**config.mk**
```make
export PLATFORM = sky130hd
export DESIGN_NAME = cpu_controller
export DESIGN_NICKNAME = d
export VERILOG_FILES = /design/src/rtl/cpu_controller_pkg.sv /design/src/rtl/cpu_controller_dec.sv /design/src/rtl/cpu_controller.sv
export SDC_FILE = /design/constraint.sdc
export NUM_CORES = 1
export LEC_CHECK = 0
export BUFFER_PORTS_ARGS = -buffer_cell sky130_fd_sc_hd__buf_4
export CORE_AREA = 4 4 61 77
export DETAILED_ROUTE_END_ITERATION = 12
export DIE_AREA = 0 0 65 81
export GPL_TIMING_DRIVEN = 0
export PLACE_DENSITY = 0.77
export SLEW_MARGIN = 20
export SYNTH_ARGS = -nofsm -noshare
export SYNTH_HDL_FRONTEND = slang
export SYNTH_HIERARCHICAL = 1
export SYNTH_SLANG_ARGS = --single-unit
```
**constraint.sdc**
```tcl
create_clock -name clk -period 2 [get_ports clk]
set_input_delay 0.1 -clock clk [delete_from_list [all_inputs] [get_ports clk]]
set_output_delay 0.1 -clock clk [all_outputs]
set_load 0.01 [all_outputs]
```
**src/rtl/cpu_controller_pkg.sv**
```systemverilog
// Shared definitions for the instruction controller: instruction field codes,
// FSM state encoding, datapath control codes and the control-bundle type.
package cpu_controller_pkg;

    localparam logic [2:0] OPC_MOV = 3'b110;
    localparam logic [2:0] OPC_ALU = 3'b101;

    localparam logic [1:0] OP_MOV_REG = 2'b00;
    localparam logic [1:0] OP_MOV_IMM = 2'b10;
    localparam logic [1:0] OP_ADD     = 2'b00;
    localparam logic [1:0] OP_CMP     = 2'b01;
    localparam logic [1:0] OP_AND     = 2'b10;
    localparam logic [1:0] OP_MVN     = 2'b11;

    localparam logic [1:0] VSEL_MDATA  = 2'b00;
    localparam logic [1:0] VSEL_SXIMM8 = 2'b01;
    localparam logic [1:0] VSEL_PC     = 2'b10;
    localparam logic [1:0] VSEL_C      = 2'b11;

    localparam logic [1:0] ALU_ADD  = 2'b00;
    localparam logic [1:0] ALU_SUB  = 2'b01;
    localparam logic [1:0] ALU_AND  = 2'b10;
    localparam logic [1:0] ALU_NOTB = 2'b11;

    localparam logic [1:0] SH_NONE = 2'b00;
    localparam logic [1:0] SH_LSL1 = 2'b01;
    localparam logic [1:0] SH_LSR1 = 2'b10;
    localparam logic [1:0] SH_ASR1 = 2'b11;

    typedef enum logic [2:0] {
        S_WAIT      = 3'd0,
        S_DECODE    = 3'd1,
        S_GET_A     = 3'd2,
        S_GET_B     = 3'd3,
        S_COMPUTE   = 3'd4,
        S_WRITE_REG = 3'd5,
        S_WRITE_IMM = 3'd6
    } state_e;

    typedef enum logic [2:0] {
        K_MOV_IMM,
        K_MOV_REG,
        K_ADD,
        K_CMP,
        K_AND,
        K_MVN,
        K_UNDEF
    } kind_e;

    typedef struct packed {
        logic [2:0] readnum;
        logic [2:0] writenum;
        logic       write;
        logic [1:0] vsel;
        logic       loada;
        logic       loadb;
        logic       loadc;
        logic       loads;
        logic       asel;
        logic       bsel;
        logic [1:0] shift;
        logic [1:0] aluop;
    } ctrl_t;

    function automatic kind_e classify(input logic [2:0] opcode, input logic [1:0] op);
        kind_e k;
        k = K_UNDEF;
        if (opcode == OPC_MOV) begin
            if (op == OP_MOV_IMM)      k = K_MOV_IMM;
            else if (op == OP_MOV_REG) k = K_MOV_REG;
        end else if (opcode == OPC_ALU) begin
            case (op)
                OP_ADD:  k = K_ADD;
                OP_CMP:  k = K_CMP;
                OP_AND:  k = K_AND;
                default: k = K_MVN;
            endcase
        end
        return k;
    endfunction

endpackage

```
**src/rtl/cpu_controller_dec.sv**
```systemverilog
// Combinational instruction field splitter with sign-extended immediates.
module instr_dec
    import cpu_controller_pkg::*;
(
    input  logic [15:0] ir_i,
    output logic [2:0]  opcode_o,
    output logic [1:0]  op_o,
    output logic [2:0]  rn_o,
    output logic [2:0]  rd_o,
    output logic [1:0]  sh_o,
    output logic [2:0]  rm_o,
    output logic [15:0] sximm8_o,
    output logic [15:0] sximm5_o
);

    always_comb begin
        opcode_o = ir_i[15:13];
        op_o     = ir_i[12:11];
        rn_o     = ir_i[10:8];
        rd_o     = ir_i[7:5];
        sh_o     = ir_i[4:3];
        rm_o     = ir_i[2:0];
        sximm8_o = {{8{ir_i[7]}}, ir_i[7:0]};
        sximm5_o = {{11{ir_i[4]}}, ir_i[4:0]};
    end

endmodule

```
**src/rtl/cpu_controller.sv**
```systemverilog
// Instruction register plus Moore control FSM sequencing the register/ALU
// datapath one instruction at a time; all control outputs are registered.
module cpu_controller
    import cpu_controller_pkg::*;
(
    input  logic        clk,
    input  logic        reset,
    input  logic        s,
    input  logic        load,
    input  logic [15:0] in,
    output logic        w,
    output logic [2:0]  readnum,
    output logic [2:0]  writenum,
    output logic        write,
    output logic [1:0]  vsel,
    output logic        loada,
    output logic        loadb,
    output logic        loadc,
    output logic        loads,
    output logic        asel,
    output logic        bsel,
    output logic [1:0]  shift,
    output logic [1:0]  ALUop,
    output logic [15:0] sximm8,
    output logic [15:0] sximm5
);

    logic [15:0] ir_q;
    state_e      state_q, state_d;
    ctrl_t       ctrl_q, ctrl_d;
    logic        w_q;

    logic [2:0]  opcode, rn, rd, rm;
    logic [1:0]  op, sh;
    kind_e       kind;

    instr_dec u_dec (
        .ir_i     (ir_q),
        .opcode_o (opcode),
        .op_o     (op),
        .rn_o     (rn),
        .rd_o     (rd),
        .sh_o     (sh),
        .rm_o     (rm),
        .sximm8_o (sximm8),
        .sximm5_o (sximm5)
    );

    assign kind = classify(opcode, op);

    always_ff @(posedge clk or posedge reset) begin
        if (reset) begin
            ir_q <= '0;
        end else if (load && state_q == S_WAIT) begin
            ir_q <= in;
        end
    end

    always_comb begin
        state_d = S_WAIT;
        case (state_q)
            S_WAIT:   state_d = s ? S_DECODE : S_WAIT;
            S_DECODE: begin
                case (kind)
                    K_MOV_IMM:           state_d = S_WRITE_IMM;
                    K_MOV_REG, K_MVN:    state_d = S_GET_B;
                    K_ADD, K_CMP, K_AND: state_d = S_GET_A;
                    default:             state_d = S_WAIT;
                endcase
            end
            S_GET_A:   state_d = S_GET_B;
            S_GET_B:   state_d = S_COMPUTE;
            S_COMPUTE: state_d = (kind == K_CMP) ? S_WAIT : S_WRITE_REG;
            default:   state_d = S_WAIT;
        endcase
    end

    // Outputs are computed for the state being entered so they appear registered
    // in that state; IR only changes in WAIT, so the fields are stable by then.
    always_comb begin
        ctrl_d = '0;
        case (state_d)
            S_GET_A: begin
                ctrl_d.readnum = rn;
                ctrl_d.loada   = 1'b1;
            end
            S_GET_B: begin
                ctrl_d.readnum = rm;
                ctrl_d.loadb   = 1'b1;
            end
            S_COMPUTE: begin
                ctrl_d.shift = sh;
                ctrl_d.bsel  = 1'b0;
                case (kind)
                    K_MOV_REG: begin
                        ctrl_d.asel  = 1'b1;
                        ctrl_d.aluop = ALU_ADD;
                        ctrl_d.loadc = 1'b1;
                    end
                    K_MVN: begin
                        ctrl_d.asel  = 1'b1;
                        ctrl_d.aluop = ALU_NOTB;
                        ctrl_d.loadc = 1'b1;
                    end
                    K_AND: begin
                        ctrl_d.aluop = ALU_AND;
                        ctrl_d.loadc = 1'b1;
                    end
                    K_CMP: begin
                        ctrl_d.aluop = ALU_SUB;
                        ctrl_d.loads = 1'b1;
                    end
                    default: begin
                        ctrl_d.aluop = ALU_ADD;
                        ctrl_d.loadc = 1'b1;
                    end
                endcase
            end
            S_WRITE_REG: begin
                ctrl_d.writenum = rd;
                ctrl_d.vsel     = VSEL_C;
                ctrl_d.write    = 1'b1;
            end
            S_WRITE_IMM: begin
                ctrl_d.writenum = rn;
                ctrl_d.vsel     = VSEL_SXIMM8;
                ctrl_d.write    = 1'b1;
            end
            default: ctrl_d = '0;
        endcase
    end

    always_ff @(posedge clk or posedge reset) begin
        if (reset) begin
            state_q <= S_WAIT;
            ctrl_q  <= '0;
            w_q     <= 1'b1;
        end else begin
            state_q <= state_d;
            ctrl_q  <= ctrl_d;
            w_q     <= (state_d == S_WAIT);
        end
    end

    assign w        = w_q;
    assign readnum  = ctrl_q.readnum;
    assign writenum = ctrl_q.writenum;
    assign write    = ctrl_q.write;
    assign vsel     = ctrl_q.vsel;
    assign loada    = ctrl_q.loada;
    assign loadb    = ctrl_q.loadb;
    assign loadc    = ctrl_q.loadc;
    assign loads    = ctrl_q.loads;
    assign asel     = ctrl_q.asel;
    assign bsel     = ctrl_q.bsel;
    assign shift    = ctrl_q.shift;
    assign ALUop    = ctrl_q.aluop;

endmodule

```
==> impl_metrics.csv, run 1 <==
group,metric,value,unit
outcome,outcome,"finished, final reports clean",
place,place_ws,109,ps
route,final_antenna_net_count,0,
logic_synthesis,avgSynthCellArea,12.3,um^2
die,die_y,81,um
sta,fin_crit,1860,ps
worst_setup_path,critical_path_required,2170,ps
logic_synthesis,synth_compound_area_frac,0.0708,
logic_synthesis,yosys.area.top_type,"dfrtp_1",
cts,clk_latency,290,ps
route,dr_total_vias,1260,
cts,cts_num_sinks,37,
worst_setup_path,worstPathCellList,"buf_6 > nor4b_4 > buf_4 > mux2_2",
power_and_ir_drop,seqPwrFrac,0.296,
place,hpwl,2760,um
logic_synthesis,yosys.area_share.simple,0.119,
logic_synthesis,synth.area.top_cells,"dfrtp_1 48%, buf_4 20%, mux2_2 9.6%",
worst_setup_path,critPathKind,"reg -> reg",
worst_setup_path,worst_setup_path_end_kind,"register",
logic_synthesis,synth_seq_area_share,0.495,
worst_setup_path,r2r_end,"ir_q[3]",
layout,nets,250,
worst_setup_path,endpoint,"ir_q[3]",
die,ios,72,
worst_setup_path,slowest_stage,"nor4b_4",
sta,rsz0062_at_grt,"no",
sta,drv_slew,0,
cts,numCtsBuffers,5,
sta,tightest_slew,745,ps
cts,tritoncts,"yes",
sta,max_freq,536,MHz
worst_setup_path,reg2regPathDepth,4,
worst_setup_path,r2r-start,"state_q[2]",
worst_setup_path,slowest_delay,580,ps
power_and_ir_drop,p_leak,1.33,nW
worst_setup_path,rrSetupSlack,140,ps
layout,syn_to_final_growth,37.5,%
grt,grt_max_degree,38,
place,io_buffers,70,
grt,grt_overflow,0,
route,drt_iter0_markers,27,
layout,n_antenna_cell,0,
logic_synthesis,synth_seq_cells,37,
route,vias_per_cell,4.39,
place,place_congestion,0.803,
sta,setup_ws,136,ps
sta,finalCritPeriodShare,0.932,
layout,drive_above_1_share,0.671,
power_and_ir_drop,clkPwrFrac,0.129,
grt,grt_use_total,0.142,
run,max_cap_violations,0,
route,firstDrtPassIters,2,
grt,grt_pass1_wl,5600,um
sta,setup_tns,0,ps
power_and_ir_drop,power_density,1610,nW/um^2
worst_setup_path,cp_max_fo,10,
die,fp.dieW,65,um
logic_synthesis,synth_cell_types,30,
route,wire_per_inst,12.2,um
power_and_ir_drop,pwr-share-comb,0.575,
worst_setup_path,critPathLaunch,"state_q[2]",
cts,htree_levels,2,
grt,grt_pass1_vias,1244,
die,die-area,5270,um^2
die,start_util,0.468,
cts,cts_resized,0,
cts,cts_buffer_depth,2,
route,finalWirelength,3500,um
cts,cts.reportedPaths.clkPinSlew,70,ps
logic_synthesis,synth_xor_area_frac,0,
route,drcViolationCount,0,
power_and_ir_drop,switching_share,0.326,
die,fp-row-count,26,
logic_synthesis,synthCells,152,
sta,maxSlewHeadroom,0.503,
worst_setup_path,worstPathArrival,2040,ps
sta,setup_violations,0,
power_and_ir_drop,switching_power,1.36,mW
logic_synthesis,synth_top_area_share,0.481,
logic_synthesis,muxShareOfSynthArea,0.0962,
hold_path,hp-class,"in -> reg",
worst_setup_path,startpoint_type,"register",
logic_synthesis,syn-num-nets,172,
sta,final-hold-violation-count,0,
power_and_ir_drop,power.internal,2.80,mW
sta,finalClockSkew,6.64,ps
layout,post-route-util,0.644,
power_and_ir_drop,vdd_drop_max,0.000925,V
logic_synthesis,syn_area,1870,um^2
grt,grt_antenna_before_repair,0,
logic_synthesis,synth_top_family_by_area,"buffers and inverters",
logic_synthesis,synth_fa_ha_area_frac,0,
cts,cts_root_buf,"clkbuf_8",
die,coreArea,4000,um^2
logic_synthesis,ys_warn_count,6,
## state kept, by name (all words and copies together), names as in the netlist
name / flops
vsel: 2
loadb: 1
asel: 1
loadc: 1
state_q: 3
loada: 1
loads: 1
w: 1
ir_q: 16
shift: 2
ALUop: 2
readnum: 3
writenum: 3
## critical path: cells and delay by family (launching register included)
| family | cells | cell delay (ps) |
|---|---|---|
| multiplexers | 1 | 350 |
| flip-flops | 1 | 370 |
| buffers and inverters | 2 | 430 |
| AND/OR/NAND/NOR | 1 | 580 |
## metrics by stage
step	hold WS, ps	power [mW]	area (um^2)	cells
finish	36.6	4.16	2570	287
global route	26.6	4.45	2570	287
CTS	30.7	4.22	2570	287
detailed placement	278	3.68	2470	278
global placement	334	3.61	2470	278
floorplan	252	2.81	1870	152
## kinds of logic after synthesis
family / after synthesis
other cells: 1
compound gates: 16
simple gates: 27
buf+inv: 55
flops: 37
mux: 16
## layout make-up
type | count | area [um^2]
inverter | 2 | 7.51
tap | 56 | 70.1
sequential | 37 | 927
clock inverter | 2 | 13.8
buffer | 53 | 399
multi-input combinational | 60 | 539
clock buffer | 6 | 82.6
timing repair buffer | 71 | 536
fill | 355 | 1430
## power by group through the flow
stage | Combinational (mW) | Clock, mW | Sequential (mW)
after global placement | 2.37 | 0 | 1.24
after floorplan | 1.57 | 0 | 1.24
after detailed placement | 2.42 | 0 | 1.25
after CTS | 2.43 | 0.552 | 1.24
final | 2.39 | 0.535 | 1.23
after global routing | 2.58 | 0.582 | 1.28
## layout by cell type, fill, tap and decap left out, types with 2 or more instances in the layout
cell / count
buf_4: 121
nor2b_1: 3
and3b_1: 3
nor4b_4: 2
nand2b_1: 2
nor2_1: 2
o21ai_0: 2
clkbuf_8: 6
and2_1: 2
nand2_1: 2
dfrtp_1: 36
and3_1: 2
and4b_1: 2
a22o_1: 6
a21oi_1: 5
mux2_2: 16
## worst min path at each step
stage / start / slack (ps) / endpoint / depth (start not counted)
global placement: in[15] / 330 / ir_q[15] / 2
global route: in[7] / 30 / ir_q[7] / 2
detailed placement: reset / 280 / ir_q[5] / 2
floorplan: in[0] / 250 / ir_q[0] / 1
CTS: in[8] / 30 / ir_q[8] / 2
finish: in[7] / 40 / ir_q[7] / 2
## Yosys cell counts
library cell  instances
a2111oi_4             1
a21boi_0              1
a21oi_1               5
a22o_1                6
a311o_1               1
and2_1                2
and3_1                2
and3b_1               3
and4b_1               2
buf_4                51
buf_6                 1
clkbuf_2              1
conb_1                1
dfrtp_1              36
dfstp_2               1
inv_1                 2
mux2_2               16
nand2_1               2
nand2b_1              2
nand4b_1              1
nor2_1                2
nor2b_1               3
nor3_1                1
nor3b_1               1
nor3b_2               1
nor4b_1               1
nor4b_4               2
o21ai_0               2
or2_2                 1
or2_4                 1
## per-layer routing
metal	share of wire	track usage
met2	0.57	0.262
met4	0.027	0.0994
met1	0.34	0.137
met5	0	0
met3	0.063	0.0318
## what timing repair did
| action | CTS | global route |
|---|---|---|
| setup buffers | 0 | 0 |
| hold endpoints to repair | 36 | 0 |
| hold buffers | 1 | 0 |
(Power assumes the default switching activity.)
==> run 2: changes to the inputs <==
--- a/config.mk
+++ b/config.mk
@@ -5,12 +5,14 @@
 export SDC_FILE = /design/constraint.sdc
 export NUM_CORES = 1
 export LEC_CHECK = 0
+export ABC_CLOCK_PERIOD_IN_PS = 2300
 export BUFFER_PORTS_ARGS = -buffer_cell sky130_fd_sc_hd__buf_4
-export CORE_AREA = 4 4 61 77
+export CORE_AREA = 4 4 59 75
 export DETAILED_ROUTE_END_ITERATION = 12
-export DIE_AREA = 0 0 65 81
+export DIE_AREA = 0 0 63 79
 export GPL_TIMING_DRIVEN = 0
-export PLACE_DENSITY = 0.77
+export PLACE_DENSITY = 0.82
+export RECOVER_POWER = 100
 export SLEW_MARGIN = 20
 export SYNTH_ARGS = -nofsm -noshare
 export SYNTH_HDL_FRONTEND = slang
==> constraint.sdc (replaced) <==
create_clock -name clk -period 2.3 [get_ports clk]
set_input_delay 0.115 -clock clk [delete_from_list [all_inputs] [get_ports clk]]
set_output_delay 0.115 -clock clk [all_outputs]
set_load 0.01 [all_outputs]
==> impl_metrics.csv, run 2 (synthesized netlist as in run 1, its figures left out) <==
group,metric,value,unit
outcome,outcome,"finished, final reports clean",
worst_setup_path,critPathTopFamily,"buffers and inverters",
power_and_ir_drop,seqPwrFrac,0.288,
sta,setup_tns,0,ps
worst_setup_path,critical_path_required,2470,ps
route,final_antenna_net_count,0,
layout,regMostFlops,"ir_q",
place,place_congestion,0.829,
cts,cts.reportedPaths.clkPinSlew,70,ps
layout,post-route-util,0.672,
sta,rsz0062_at_grt,"no",
power_and_ir_drop,clkPwrFrac,0.178,
sta,max_freq,519,MHz
grt,grt_max_degree,38,
worst_setup_path,critPathKind,"reg -> reg",
cts,htree_levels,2,
sta,setup_violations,0,
route,drcViolationCount,0,
grt,grt_use_total,0.151,
layout,nets,250,
route,vias_per_cell,4.81,
die,start_util,0.503,
grt,grt_antenna_before_repair,0,
route,wl_met3,285,um
layout,final_cell_mix,"67 x buf_4, 36 x dfrtp_1, 34 x clkbuf_4, 20 x clkbuf_1, 16 x mux2_2",
cts,tritoncts,"yes",
layout,final_cells,271,
worst_setup_path,cp_max_fo,10,
hold_path,hp-class,"in -> reg",
sta,drv_slew,0,
worst_setup_path,worstPathCellList,"clkbuf_1 > nor4b_4 > clkbuf_2 > mux2_2",
sta,tightest_slew,1320,ps
power_and_ir_drop,vdd_drop_max,0.000786,V
cts,numCtsBuffers,5,
worst_setup_path,worstPathArrival,2100,ps
power_and_ir_drop,power,3.69,mW
power_and_ir_drop,switching_power,1.17,mW
power_and_ir_drop,power_density,1480,nW/um^2
die,coreArea,3720,um^2
die,die-area,4980,um^2
die,die_y,79,um
sta,finalClockSkew,6.20,ps
route,met1Wirelength,1300,um
sta,finalCritPeriodShare,0.838,
die,ios,72,
worst_setup_path,slowest_delay,530,ps
layout,fillers,284,
layout,drive_above_1_share,0.576,
worst_setup_path,startpoint_type,"register",
place,io_buffers,70,
power_and_ir_drop,power.internal,2.52,mW
place,hpwl,2740,um
run,max_cap_violations,0,
route,drt_iter0_markers,29,
route,firstDrtPassIters,4,
sta,maxSlewHeadroom,0.116,
route,finalWirelength,3590,um
grt,grt_pass1_vias,1245,
sta,setup_ws,373,ps
worst_setup_path,slowest_stage,"nor4b_4",
grt,grt_overflow,0,
sta,final-hold-violation-count,0,
power_and_ir_drop,pwr-share-comb,0.534,
layout,syn_to_final_growth,33.5,%
cts,clk_latency,290,ps
route,wire_per_inst,13.3,um
cts,postCtsSetupRepairBufs,0,
place,placed_cells,262,
power_and_ir_drop,switching_share,0.318,
cts,cts_num_sinks,37,
worst_setup_path,crit_buf_inv,2,
layout,seq_area,927,um^2
cts,cts_root_buf,"clkbuf_8",
die,fp-row-count,25,
layout,largest_register_ff_count,16,
place,place_ws,471,ps
layout,multi_input_area,522,um^2
route,dr_total_vias,1303,
grt,grt_pass1_wl,5890,um
route,wl_met2,1920,um
worst_setup_path,worst_setup_path_end_kind,"register",
layout,n_antenna_cell,0,
layout,final_common_cell,"buf_4",
cts,cts_buffer_depth,2,
power_and_ir_drop,p_leak,1.26,nW
die,fp.dieW,63,um
sta,fin_crit,1930,ps
route,maxUsedRoutingLayer,"met4",
==> run 2: routing by layer <==
layer  GRT usage  vias to the layer above
li1            -                      626
met1       0.171                      618
met2       0.260                       50
met3      0.0481                        9
met4      0.0662                        0
met5           0                        -
==> run 2: power groups by stage <==
| stage | sequential, mW | clock [mW] | combinational, mW |
|---|---|---|---|
| detailed placement | 1.09 | 0 | 2.10 |
| finish | 1.06 | 0.655 | 1.97 |
| global route | 1.10 | 0.693 | 2.13 |
| global placement | 1.07 | 0 | 2.06 |
| CTS | 1.07 | 0.664 | 2.12 |
| floorplan | 1.08 | 0 | 1.36 |
==> run 2: path summary, 6_finish.rpt <==
path                       depth (start not counted)        from  slack [ps]        to
max in group asynchronous                          3       reset         760   ir_q[2]
min                                                2       in[0]          50   ir_q[0]
max reg2reg                                        4  state_q[0]         370  ir_q[12]
max                                                4  state_q[0]         370  ir_q[12]
min in group asynchronous                          3       reset         750   ir_q[5]
min reg2reg                                        1    ir_q[15]         510  ir_q[15]
==> run 2: layout make-up <==
| cell class | instances | share of cell area |
|---|---|---|
| Tap cell | 40 | 0.0200 |
| Sequential cell | 37 | 0.371 |
| Inverter | 2 | 0.00300 |
| Clock inverter | 3 | 0.0260 |
| Multi-Input combinational cell | 60 | 0.209 |
| Clock buffer | 5 | 0.0275 |
| Timing Repair Buffer | 71 | 0.187 |
| Buffer | 53 | 0.157 |
==> run 2: worst register-to-register path, stage by stage (launching register included) <==
cell	delay, ps
dfrtp_1	360
clkbuf_1	210
nor4b_4	530
clkbuf_2	350
mux2_2	360
==> run 2: repair_timing <==
action | CTS | global route
hold endpoints to repair | 36 | 0
resized for setup | 0 | 0
hold buffers | 1 | 0
==> run 2: metrics by stage <==
stage	hold slack [ps]	cell area, um^2
floorplan	267	1870
global route	47.9	2500
CTS	51.6	2590
detailed placement	298	2450
finish	51.9	2500
global placement	348	2450
==> run 3: changes to the inputs <==
--- a/config.mk
+++ b/config.mk
@@ -5,13 +5,13 @@
 export SDC_FILE = /design/constraint.sdc
 export NUM_CORES = 1
 export LEC_CHECK = 0
-export ABC_CLOCK_PERIOD_IN_PS = 2300
+export ABC_CLOCK_PERIOD_IN_PS = 1960
 export BUFFER_PORTS_ARGS = -buffer_cell sky130_fd_sc_hd__buf_4
-export CORE_AREA = 4 4 59 75
+export CORE_AREA = 4 4 61 77
 export DETAILED_ROUTE_END_ITERATION = 12
-export DIE_AREA = 0 0 63 79
+export DIE_AREA = 0 0 65 81
 export GPL_TIMING_DRIVEN = 0
-export PLACE_DENSITY = 0.82
+export PLACE_DENSITY = 0.77
 export RECOVER_POWER = 100
 export SLEW_MARGIN = 20
 export SYNTH_ARGS = -nofsm -noshare
==> constraint.sdc (replaced) <==
create_clock -name clk -period 1.96 [get_ports clk]
set_input_delay 0.098 -clock clk [delete_from_list [all_inputs] [get_ports clk]]
set_output_delay 0.098 -clock clk [all_outputs]
set_load 0.01 [all_outputs]
==> impl_metrics.csv, run 3 (synthesized netlist as in run 1, its figures left out) <==
group,metric,value,unit
outcome,outcome,"finished, final reports clean",
cts,tritoncts,"yes",
power_and_ir_drop,pwr-share-comb,0.564,
power_and_ir_drop,p_leak,1.24,nW
die,die-area,5270,um^2
route,finalWirelength,3510,um
sta,maxSlewHeadroom,0.510,
worst_setup_path,r2r_end,"ir_q[3]",
sta,drv_slew,0,
die,ios,72,
worst_setup_path,worstPathArrival,1970,ps
grt,grt_pass1_wl,5600,um
power_and_ir_drop,power.internal,2.74,mW
worst_setup_path,worst_setup_path_end_kind,"register",
place,place_ws,69.3,ps
cts,numCtsBuffers,5,
run,max_cap_violations,0,
worst_setup_path,critical_path_required,2130,ps
route,wl_met3,240,um
worst_setup_path,critPathKind,"reg -> reg",
worst_setup_path,r2r-start,"state_q[0]",
cts,cts_num_sinks,37,
hold_path,min_path_cells,2,
route,met1Wirelength,1200,um
layout,fillers,370,
layout,regMostFlops,"ir_q",
sta,max_freq,558,MHz
route,wire_per_inst,12.1,um
cts,cts.reportedPaths.clkPinSlew,70,ps
layout,n_antenna_cell,0,
worst_setup_path,reg2regPathDepth,4,
grt,grt_pass1_vias,1244,
layout,final_common_cell,"buf_4",
power_and_ir_drop,power_density,1640,nW/um^2
sta,tightest_slew,734,ps
layout,largest_register_ff_count,16,
grt,grt_use_total,0.142,
power_and_ir_drop,vdd_drop_max,0.000932,V
power_and_ir_drop,power,4.11,mW
sta,finalClockSkew,6.17,ps
power_and_ir_drop,switching_power,1.37,mW
route,drcViolationCount,0,
cts,htree_levels,2,
cts,cts_buffer_depth,2,
worst_setup_path,rrSetupSlack,170,ps
layout,drive_above_1_share,0.571,
grt,grt_overflow,0,
power_and_ir_drop,switching_share,0.334,
grt,grt_max_degree,38,
sta,final-hold-violation-count,0,
place,hpwl,2760,um
hold_path,hold_end,"ir_q[6]",
hold_path,hp-class,"in -> reg",
power_and_ir_drop,clkPwrFrac,0.132,
worst_setup_path,startpoint_type,"register",
sta,fin_crit,1790,ps
route,dr_total_vias,1263,
layout,nets,252,
route,drt_iter0_markers,33,
layout,multi_input_area,532,um^2
sta,setup_tns,0,ps
route,vias_per_cell,4.37,
place,io_buffers,70,
sta,finalCritPeriodShare,0.915,
cts,cts_root_buf,"clkbuf_8",
hold_path,min_from,"in[6]",
route,maxUsedRoutingLayer,"met4",
grt,grt_antenna_before_repair,0,
layout,syn_to_final_growth,33.5,%
worst_setup_path,cp_max_fo,10,
power_and_ir_drop,seqPwrFrac,0.304,
layout,final_cell_mix,"67 x buf_4, 36 x dfrtp_1, 34 x clkbuf_4, 22 x clkbuf_1, 16 x mux2_2",
die,coreArea,4000,um^2
layout,seq_area,927,um^2
die,fp-row-count,26,
sta,setup_ws,167,ps
route,firstDrtPassIters,4,
die,start_util,0.468,
die,fp.dieW,65,um
route,final_antenna_net_count,0,
die,die_y,81,um
place,place_congestion,0.803,
cts,clk_latency,290,ps
route,wl_met2,1960,um
sta,rsz0062_at_grt,"no",
sta,setup_violations,0,
[run 3: cell types whose count changed in the layout (fill, tap and decap cells not counted)]
cell	delta
a2111oi_2	-1
a2111oi_4	+1
clkinv_4	+1
clkbuf_8	+1
or2_0	+1
inv_1	-1
inv_2	+1
clkbuf_1	+2
or2_4	-1
bufinv_16	-2
[run 3: routing by layer]
layer / global-route usage / vias up
met4: 0.0994 / 0
met5: 0 / -
li1: - / 623
met1: 0.137 / 592
met2: 0.262 / 40
met3: 0.0318 / 8
[run 3: worst max-delay path by stage]
stage / startpoint / slack [ps] / end
2_1_floorplan: state_q[2] / 350 / ir_q[0]
3_3_place_gp: state_q[2] / 120 / ir_q[14]
3_5_place_dp: state_q[0] / 70 / ir_q[3]
4_1_cts: state_q[0] / 50 / ir_q[3]
5_1_grt: state_q[0] / 100 / ir_q[3]
6_report: state_q[0] / 170 / ir_q[3]
[run 3: repair_timing]
item                       in CTS  in global routing
setup buffers                   0                  2
setup endpoints to repair       0                 10
hold endpoints to repair       36                  0
hold buffers                    1                  0
resized for setup               0                  0
[run 3: stage by stage]
step | cell area, um^2 | util | instances | hold slack, ps
4_1_cts | 2570 | 0.644 | 287 | 28.7
2_1_floorplan | 1870 | - | 152 | 250
3_5_place_dp | 2470 | 0.617 | 278 | 276
5_1_grt | 2500 | 0.625 | 289 | 24.6
3_3_place_gp | 2470 | 0.617 | 278 | 332
6_report | 2500 | 0.625 | 289 | 36.1
[run 3: final cells by class]
| class | instances | area share |
|---|---|---|
| clock buffers | 6 | 0.0330 |
| repair buffers | 73 | 0.190 |
| well taps | 56 | 0.0280 |
| inverters | 2 | 0.00300 |
| plain buffers | 53 | 0.157 |
| clock inverters | 2 | 0.00551 |
| multi-input cells | 60 | 0.213 |
| flip-flops and latches | 37 | 0.371 |
[run 3: worst max-delay path, stage by stage, from the launching register on]
cell and delay (ps):
dfrtp_1 360, clkbuf_1 220, nor4b_4 400, clkbuf_2 320, mux2_2 370
[run 3: power by group through the flow]
stage | clock [mW] | combinational, mW | sequential (mW)
6_report | 0.544 | 2.32 | 1.25
5_1_grt | 0.594 | 2.52 | 1.30
4_1_cts | 0.563 | 2.48 | 1.27
3_5_place_dp | 0 | 2.47 | 1.28
3_3_place_gp | 0 | 2.42 | 1.27
2_1_floorplan | 0 | 1.60 | 1.27
